[src/rtl/distance_sq_pipe.sv]
// Iterative squared-Euclidean / Manhattan distance between a query and a vertex.
// Optional L1 mode selectable via mode_in when DISTANCE_L1_MODE_EN is defined.
module distance_sq_pipe #(
  parameter int DIM   = 2,
  parameter int WIDTH = 32
) (
  input  logic                        clk_in,
  input  logic                        rst_n_in,
  input  logic                        valid_in,
  output logic                        ready_in,
  input  logic [DIM-1:0][WIDTH-1:0]   vertex_pos_in,
  input  logic [DIM-1:0][WIDTH-1:0]   query_pos_in,
  input  logic                        mode_in,
  output logic [2*WIDTH+$clog2(DIM+1)-1:0] distance_out,
  output logic                        valid_out,
  input  logic                        ready_out
);

  localparam int OW = 2*WIDTH + $clog2(DIM+1);
  localparam int IW = $clog2(DIM+1);

  localparam logic [1:0] IDLE  = 2'd0;
  localparam logic [1:0] ACCUM = 2'd1;
  localparam logic [1:0] DONE  = 2'd2;

  localparam logic [IW-1:0] LAST_IDX = IW'(DIM);

  logic [1:0]                state;
  logic [DIM-1:0][WIDTH-1:0] vertex_reg;
  logic [DIM-1:0][WIDTH-1:0] query_reg;
  logic [OW-1:0]             acc;
  logic [IW-1:0]             idx;
  logic [2*WIDTH-1:0]        term_reg;
  logic [2*WIDTH-1:0]        term;
  logic [2*WIDTH-1:0]        diff_ext;
  logic [WIDTH-1:0]          sel_v;
  logic [WIDTH-1:0]          sel_q;
  logic [WIDTH-1:0]          abs_diff;
  logic [OW-1:0]             acc_next;
  logic                      accept;

`ifdef DISTANCE_L1_MODE_EN
  logic mode_reg;
`else
  logic unused_mode;
  assign unused_mode = mode_in;
`endif

  assign ready_in = (state == IDLE);
  assign accept   = valid_in && ready_in;
  assign acc_next = acc + {{(OW-2*WIDTH){1'b0}}, term_reg};

  // Term for the current index; registered one cycle later so the squarer
  // and the accumulator adder sit in separate stages.
  always_comb begin
    sel_v = '0;
    sel_q = '0;
    for (int i = 0; i < DIM; i++) begin
      if (idx == IW'(i)) begin
        sel_v = vertex_reg[i];
        sel_q = query_reg[i];
      end
    end
    abs_diff = (sel_v >= sel_q) ? (sel_v - sel_q) : (sel_q - sel_v);
    diff_ext = {{WIDTH{1'b0}}, abs_diff};
`ifdef DISTANCE_L1_MODE_EN
    term = mode_reg ? diff_ext : (diff_ext * diff_ext);
`else
    term = diff_ext * diff_ext;
`endif
  end

  always_ff @(posedge clk_in or negedge rst_n_in) begin
    if (!rst_n_in) begin
      state        <= IDLE;
      valid_out    <= 1'b0;
      distance_out <= '0;
      acc          <= '0;
      idx          <= '0;
      term_reg     <= '0;
      vertex_reg   <= '0;
      query_reg    <= '0;
`ifdef DISTANCE_L1_MODE_EN
      mode_reg     <= 1'b0;
`endif
    end else begin
      case (state)
        IDLE: begin
          if (accept) begin
            vertex_reg <= vertex_pos_in;
            query_reg  <= query_pos_in;
`ifdef DISTANCE_L1_MODE_EN
            mode_reg   <= mode_in;
`endif
            acc        <= '0;
            idx        <= '0;
            term_reg   <= '0;
            state      <= ACCUM;
          end
        end
        ACCUM: begin
          acc      <= acc_next;
          term_reg <= term;
          // idx runs one past the last dimension to drain the term register
          if (idx == LAST_IDX) begin
            distance_out <= acc_next;
            valid_out    <= 1'b1;
            state        <= DONE;
          end else begin
            idx <= idx + IW'(1);
          end
        end
        DONE: begin
          if (ready_out) begin
            valid_out <= 1'b0;
            state     <= IDLE;
          end
        end
        default: state <= IDLE;
      endcase
    end
  end

endmodule
[config.mk]
export PLATFORM = sky130hd
export DESIGN_NAME = distance_sq_pipe
export DESIGN_NICKNAME = d
export VERILOG_FILES = /design/src/rtl/distance_sq_pipe.sv
export SDC_FILE = /design/constraint.sdc
export NUM_CORES = 2
export LEC_CHECK = 0
export ABC_AREA = 1
export CORE_MARGIN = 4
export CORE_UTILIZATION = 65
export CTS_CLUSTER_SIZE = 30
export DETAILED_ROUTE_END_ITERATION = 10
export GPL_TIMING_DRIVEN = 0
export PLACE_DENSITY_LB_ADDON = 0.1
export SLEW_MARGIN = 20
export SYNTH_ARGS = -nofsm -noshare
export SYNTH_HDL_FRONTEND = slang
export SYNTH_SLANG_ARGS = --single-unit
[constraint.sdc]
create_clock -name clk_in -period 27.2 [get_ports clk_in]
set_input_delay 6.8 -clock clk_in [delete_from_list [all_inputs] [get_ports clk_in]]
set_output_delay 6.8 -clock clk_in [all_outputs]
set_load 0.005 [all_outputs]
# == Yosys cells after proc, flatten, opt, wreduce, memory -nomap -nowiden ==
# Cells that the tools add are included.
# totals
reg_bits,329
out_inout_bits,68
in_bits,133
# op_classes
n_reduce_logical,11
n_eq_ne,8
n_addsub,4
mux,19
multipliers,1
order_cmp,1
# op_table
op,count
2-to-1 mux 32 bit,5
case mux 66 bit (2 select lines),1
case mux 64 bit (2 select lines),1
adder 66 x 64 -> 66 bit,1
2-to-1 mux 66 bit,1
multiplier 32 x 32 -> 64 bit,1
2-to-1 mux 64 bit,1
subtractor 32 bit,2
greater-or-equal comparator 32 bit,1
2-to-1 mux 2 bit,5
AND reduction 3 bit,3
"inequality test 2 bit, second input constant",3
case mux 2 bit (3 select lines),1
AND reduction 2 bit,3
"equality test 2 x 1 -> 1 bit, second input constant",2
"equality test 2 bit, second input constant",2
logical NOT 2 bit,2
case mux 2 bit (2 select lines),1
nonzero test 2 bit,2
"adder 2 x 1 -> 2 bit, second input constant",1
2-to-1 mux 1 bit,2
"inequality test 2 x 1 -> 1 bit, second input constant",1
case mux 1 bit (2 select lines),1
logical AND 1 bit,1

# == Logic depth before layout (Yosys ltp) ==
# logic_depth
ltp_word,7
mapped_depth,56

# == Worst setup path after synthesis ==
# No wires, ideal clock.
# synth_path
path_type,register to register
start,register idx[1]
end,register term_reg[25]
path_buffers,3
period_less_slack_ps,9048
t_arrival_ps,8926
path_slack_ps,18152
t_required_ps,27078
stages_incl_launch_ff,41
path_cell_list,dfrtp_1 > inv_1 > ha_1 > clkbuf_1 > clkbuf_1 > a22oi_1 > inv_1 > ha_1 > fa_1 > o21ai_2 > nand2_1 > nand2_1 > nand2_1 > nand3_1 > nand2_1 > nand2_2 > nand3_1 > o21ai_1 > [... 5 more ...] > ha_1 > a31o_2 > fa_1 > inv_1 > fa_1 > inv_1 > fa_1 > fa_1 > fa_1 > fa_1 > ha_1 > a21oi_1 > a21boi_0 > o21ai_0 > a21oi_1 > nand2_1 > or2_2 > a32o_1
# synth_via
elab_chain_len,7
# synth_rtl
item,line,text
start: declaration,32,logic [IW-1:0] idx;
start signal: assignment,110,idx <= idx + IW'(1);
logical NOT 2 bit,59,if (idx == IW'(i)) begin
2-to-1 mux 32 bit (2 in a row),59,
subtractor 32 bit / greater-or-equal comparator 32 bit (equally long branches),64,abs_diff = (sel_v >= sel_q) ? (sel_v - sel_q) : (sel_q - sel_v);
2-to-1 mux 32 bit (*),64,
multiplier 32 x 32 -> 64 bit (*),69,term = diff_ext * diff_ext;
case mux 64 bit (2 select lines) (*),87,case (state)
end signal: assignment,103,term_reg <= term;
end: declaration,33,logic [2*WIDTH-1:0] term_reg;
# Mark *: on every way between the ends. The rest lies on a longest branch, timed or not.
# A chain may end at the register's enable or synchronous reset.

# == Worst setup path in the final report ==
# layout_path
start,register idx[1]
end,register term_reg[55]
# Same word-level chain as after synthesis.

==> reports/qor.txt <==
Routability-driven placement congestion ratio: 1.055
Number of filler cells placed in the layout: 6,311
Wire length of the first global-routing pass: 269.2 mm
Main flop type after synthesis: sky130_fd_sc_hd__dfrtp_1
Required time at the worst-slack endpoint: 27,640 ps
Number of antenna-violating nets in the routed design: 0
Chip width: 289.3 µm
Mapped Avg Cell Area: 7.772 µm²
Final period util: 45.30%
Final hold violations: 0
CTS buffer count: 36
Post-synthesis cell count: 6,619
Startpoint kind of the worst setup timing path: flop
Initial core utilization: 65.97%
Post-Synthesis Cell Area: 0.05144 mm²
Critical path capture point type: flop
Hold path startpoint: vertex_reg[7]$_DFFE_PN0P_
Die area: 0.08371 mm²
Asr flop ratio synth: 100.0%
Reg clk slew, reported paths: 60 ps
Actual slew at the worst max-slew pin: 1124 ps
FP Rows: 102
Average via count per standard cell: 5.828
Most frequent CP cell: sky130_fd_sc_hd__fa_1
Total detailed-routing wirelength: 176.8 mm
Sum of overflow across all layers after global routing: 0
RSZ-0062 raised after global routing: no
Count of unresolved DRC violations after routing: 0
Launching element of the worst setup path: idx[1]$_DFFE_PN0P_
Clock tree from TritonCTS: yes
Number of nets at the end of the flow: 8,208
FMAX: 81.15 MHz
Path type of the worst setup path: flop to flop
Number of enable flip-flop cells after synthesis: 0
Tot GR Track Use: 42.84%
Endpoint arrival time on the critical path: 12,760 ps
Router iterations before antenna repair: 6
Count of H-tree levels built during CTS: 2
Clk Latency, worst-skew pair: 580 ps
Half-perimeter wire length after detailed placement: 147.0 mm
Crit Path Max Fanout: 10
Outcome: completed
Number of I/O pins: 201
Number of clock sinks seen by CTS: 328
Hold_buf cts: 0
Setup Skew: 28.46 ps
Crit-path max cell delay: 640 ps
Biggest regs: acc x66, distance_out x66
Post-Synthesis Net Count: 7,968
Buffer type at the clock tree root: sky130_fd_sc_hd__clkbuf_16
Layout cells sized above 1: 4.619%
Number of buffers inserted by post-CTS setup repair: 0
Slew Viols, Final: 0
Post-cts gate resize count: 0
Die height: 289.3 µm
Final setup violating endpoints: 0
Hold Crit Class: flop to flop
Post-synthesis to final-layout area growth: 9.077%
Pin count of the biggest net entering global routing: 103
Worst reg2reg startpoint: idx[1]$_DFFE_PN0P_
Worst max-slew margin expressed relative to the limit: 25.04%
Post-Route Setup TNS: 0 ps
Cell at the slowest stage of the critical path: sky130_fd_sc_hd__nand2_1
Max Cap Violations: 0
Iter 0 DRT Violations: 4,233
Synthesis-stage register bit count: 328
Number of antenna violations at the first check in global routing: 11
Wire length per cell after detailed routing: 22.30 µm
Min Clock Period, post-route: 12,320 ps
Yosys Warn Count: 0
Vias in the first global route: 47,220
Via count: 46,200
Number of buffers added on ports: 199
Buffer depth of the longest clock path: 3
Placeable Area: 0.07798 mm²
Sequential cell area fraction in the yosys report: 15.96%
Number of unique standard cell types used by synthesis: 50
-- cells in the final DEF (no fill, tap or decap), drive strengths merged, types with 96 or more instances in the layout --
cell type      count
a21oi            276
buf               96
clkbuf           128
clkdlybuf4s50    198
dfrtp            328
fa               797
ha               419
inv             1453
nand2           1570
nand3            190
nor2             718
o21ai            279
-- per-stage QoR --
step | setup slack (ps) | instance area, µm² | std cells | hold WS, ps | util (%)
detailed placement | 15370 | 54820 | 7861 | 465.8 | 70.31
global placement | 5455 | 54740 | 7858 | 462.8 | 70.19
floorplan | 18150 | 51440 | 6619 | 449.7 | -
global route | 14620 | 56110 | 7926 | 505.5 | 71.95
CTS | 15310 | 56100 | 7925 | 483.3 | 71.95
finish | 14880 | 56110 | 7928 | 480.5 | 71.96
-- kinds of logic after synthesis --
family                   after synthesis  synth area share [%]
XOR/XNOR                             113                 1.924
adder cells (fa/ha/maj)             1216                 41.21
buffers and inverters               1623                 12.24
AND/OR/NAND/NOR                     2572                 20.14
flip-flops                           328                 15.96
AO/OA/AOI/OAI                        767                 8.525
-- area by class of cell --
cell class	instances	area (µm²)	share of cell area [%]
antenna	3	7.507	0.01338
clock buffer	46	998.5	1.779
tap	1040	1301	2.319
multi-input combinational	4668	36940	65.83
inverter	1449	5439	9.693
clock inverter	18	282.8	0.5039
timing repair buffer	202	2079	3.706
sequential	328	8208	14.63
buffer	174	859.6	1.532
-- path summary, 6_finish.rpt --
check	cells after the start	slack, ps	end
min in group asynchronous	1	6110	distance_out[9]$_DFFE_PN0P_
hold / removal	2	480	vertex_reg[7]$_DFFE_PN0P_
hold reg to reg	2	480	vertex_reg[7]$_DFFE_PN0P_
setup reg to reg	39	14880	term_reg[55]$_DFFE_PN0P_
max in group asynchronous	3	19770	vertex_reg[57]$_DFFE_PN0P_
setup / recovery	39	14880	term_reg[55]$_DFFE_PN0P_
-- Yosys cell counts (all sizes together), types with 2 or more instances --
cell	instances	area (µm²)
nand2	1570	5981
a22o	6	52.55
a31oi	29	181.4
nor4	7	43.79
and3	2	12.51
a22oi	63	473.0
a32o	5	50.05
o211ai	6	45.04
xor2	80	700.7
nor2	718	2858
a31o	4	35.03
nand3	190	950.9
buf	92	549.3
or2	20	125.1
o21a	14	105.1
o21ai	279	1411
fa	797	15960
nand3b	7	52.55
a21oi	276	1389
a221oi	3	26.28
dfrtp	328	8208
nand4	26	162.7
ha	419	5243
clkbuf	82	310.3
o21bai	42	315.3
a21o	27	202.7
a21boi	9	67.56
nor3	27	145.1
inv	1449	5439
and2	4	25.02
xnor2	33	289.0
-- layer usage --
metal,share of wire [%],up-vias,global-route usage (%)
met5,0.022,-,0
met4,7.0,6,23.75
met3,12,711,12.89
met2,44,2668,65.78
met1,37,22340,54.64
li1,-,20480,-
-- worst max-delay path, delay by kind of cell (launching register included) --
kind | cells | cell delay, ps
adders and majority gates | 11 | 5070
and+or+nand+nor | 15 | 2810
buffers and inverters | 9 | 2570
AOI/OAI and AO/OA | 4 | 1310
DFF | 1 | 390
Power is not shown: default switching activity piles up to over one toggle a cycle in this logic, so the estimate is an artifact.
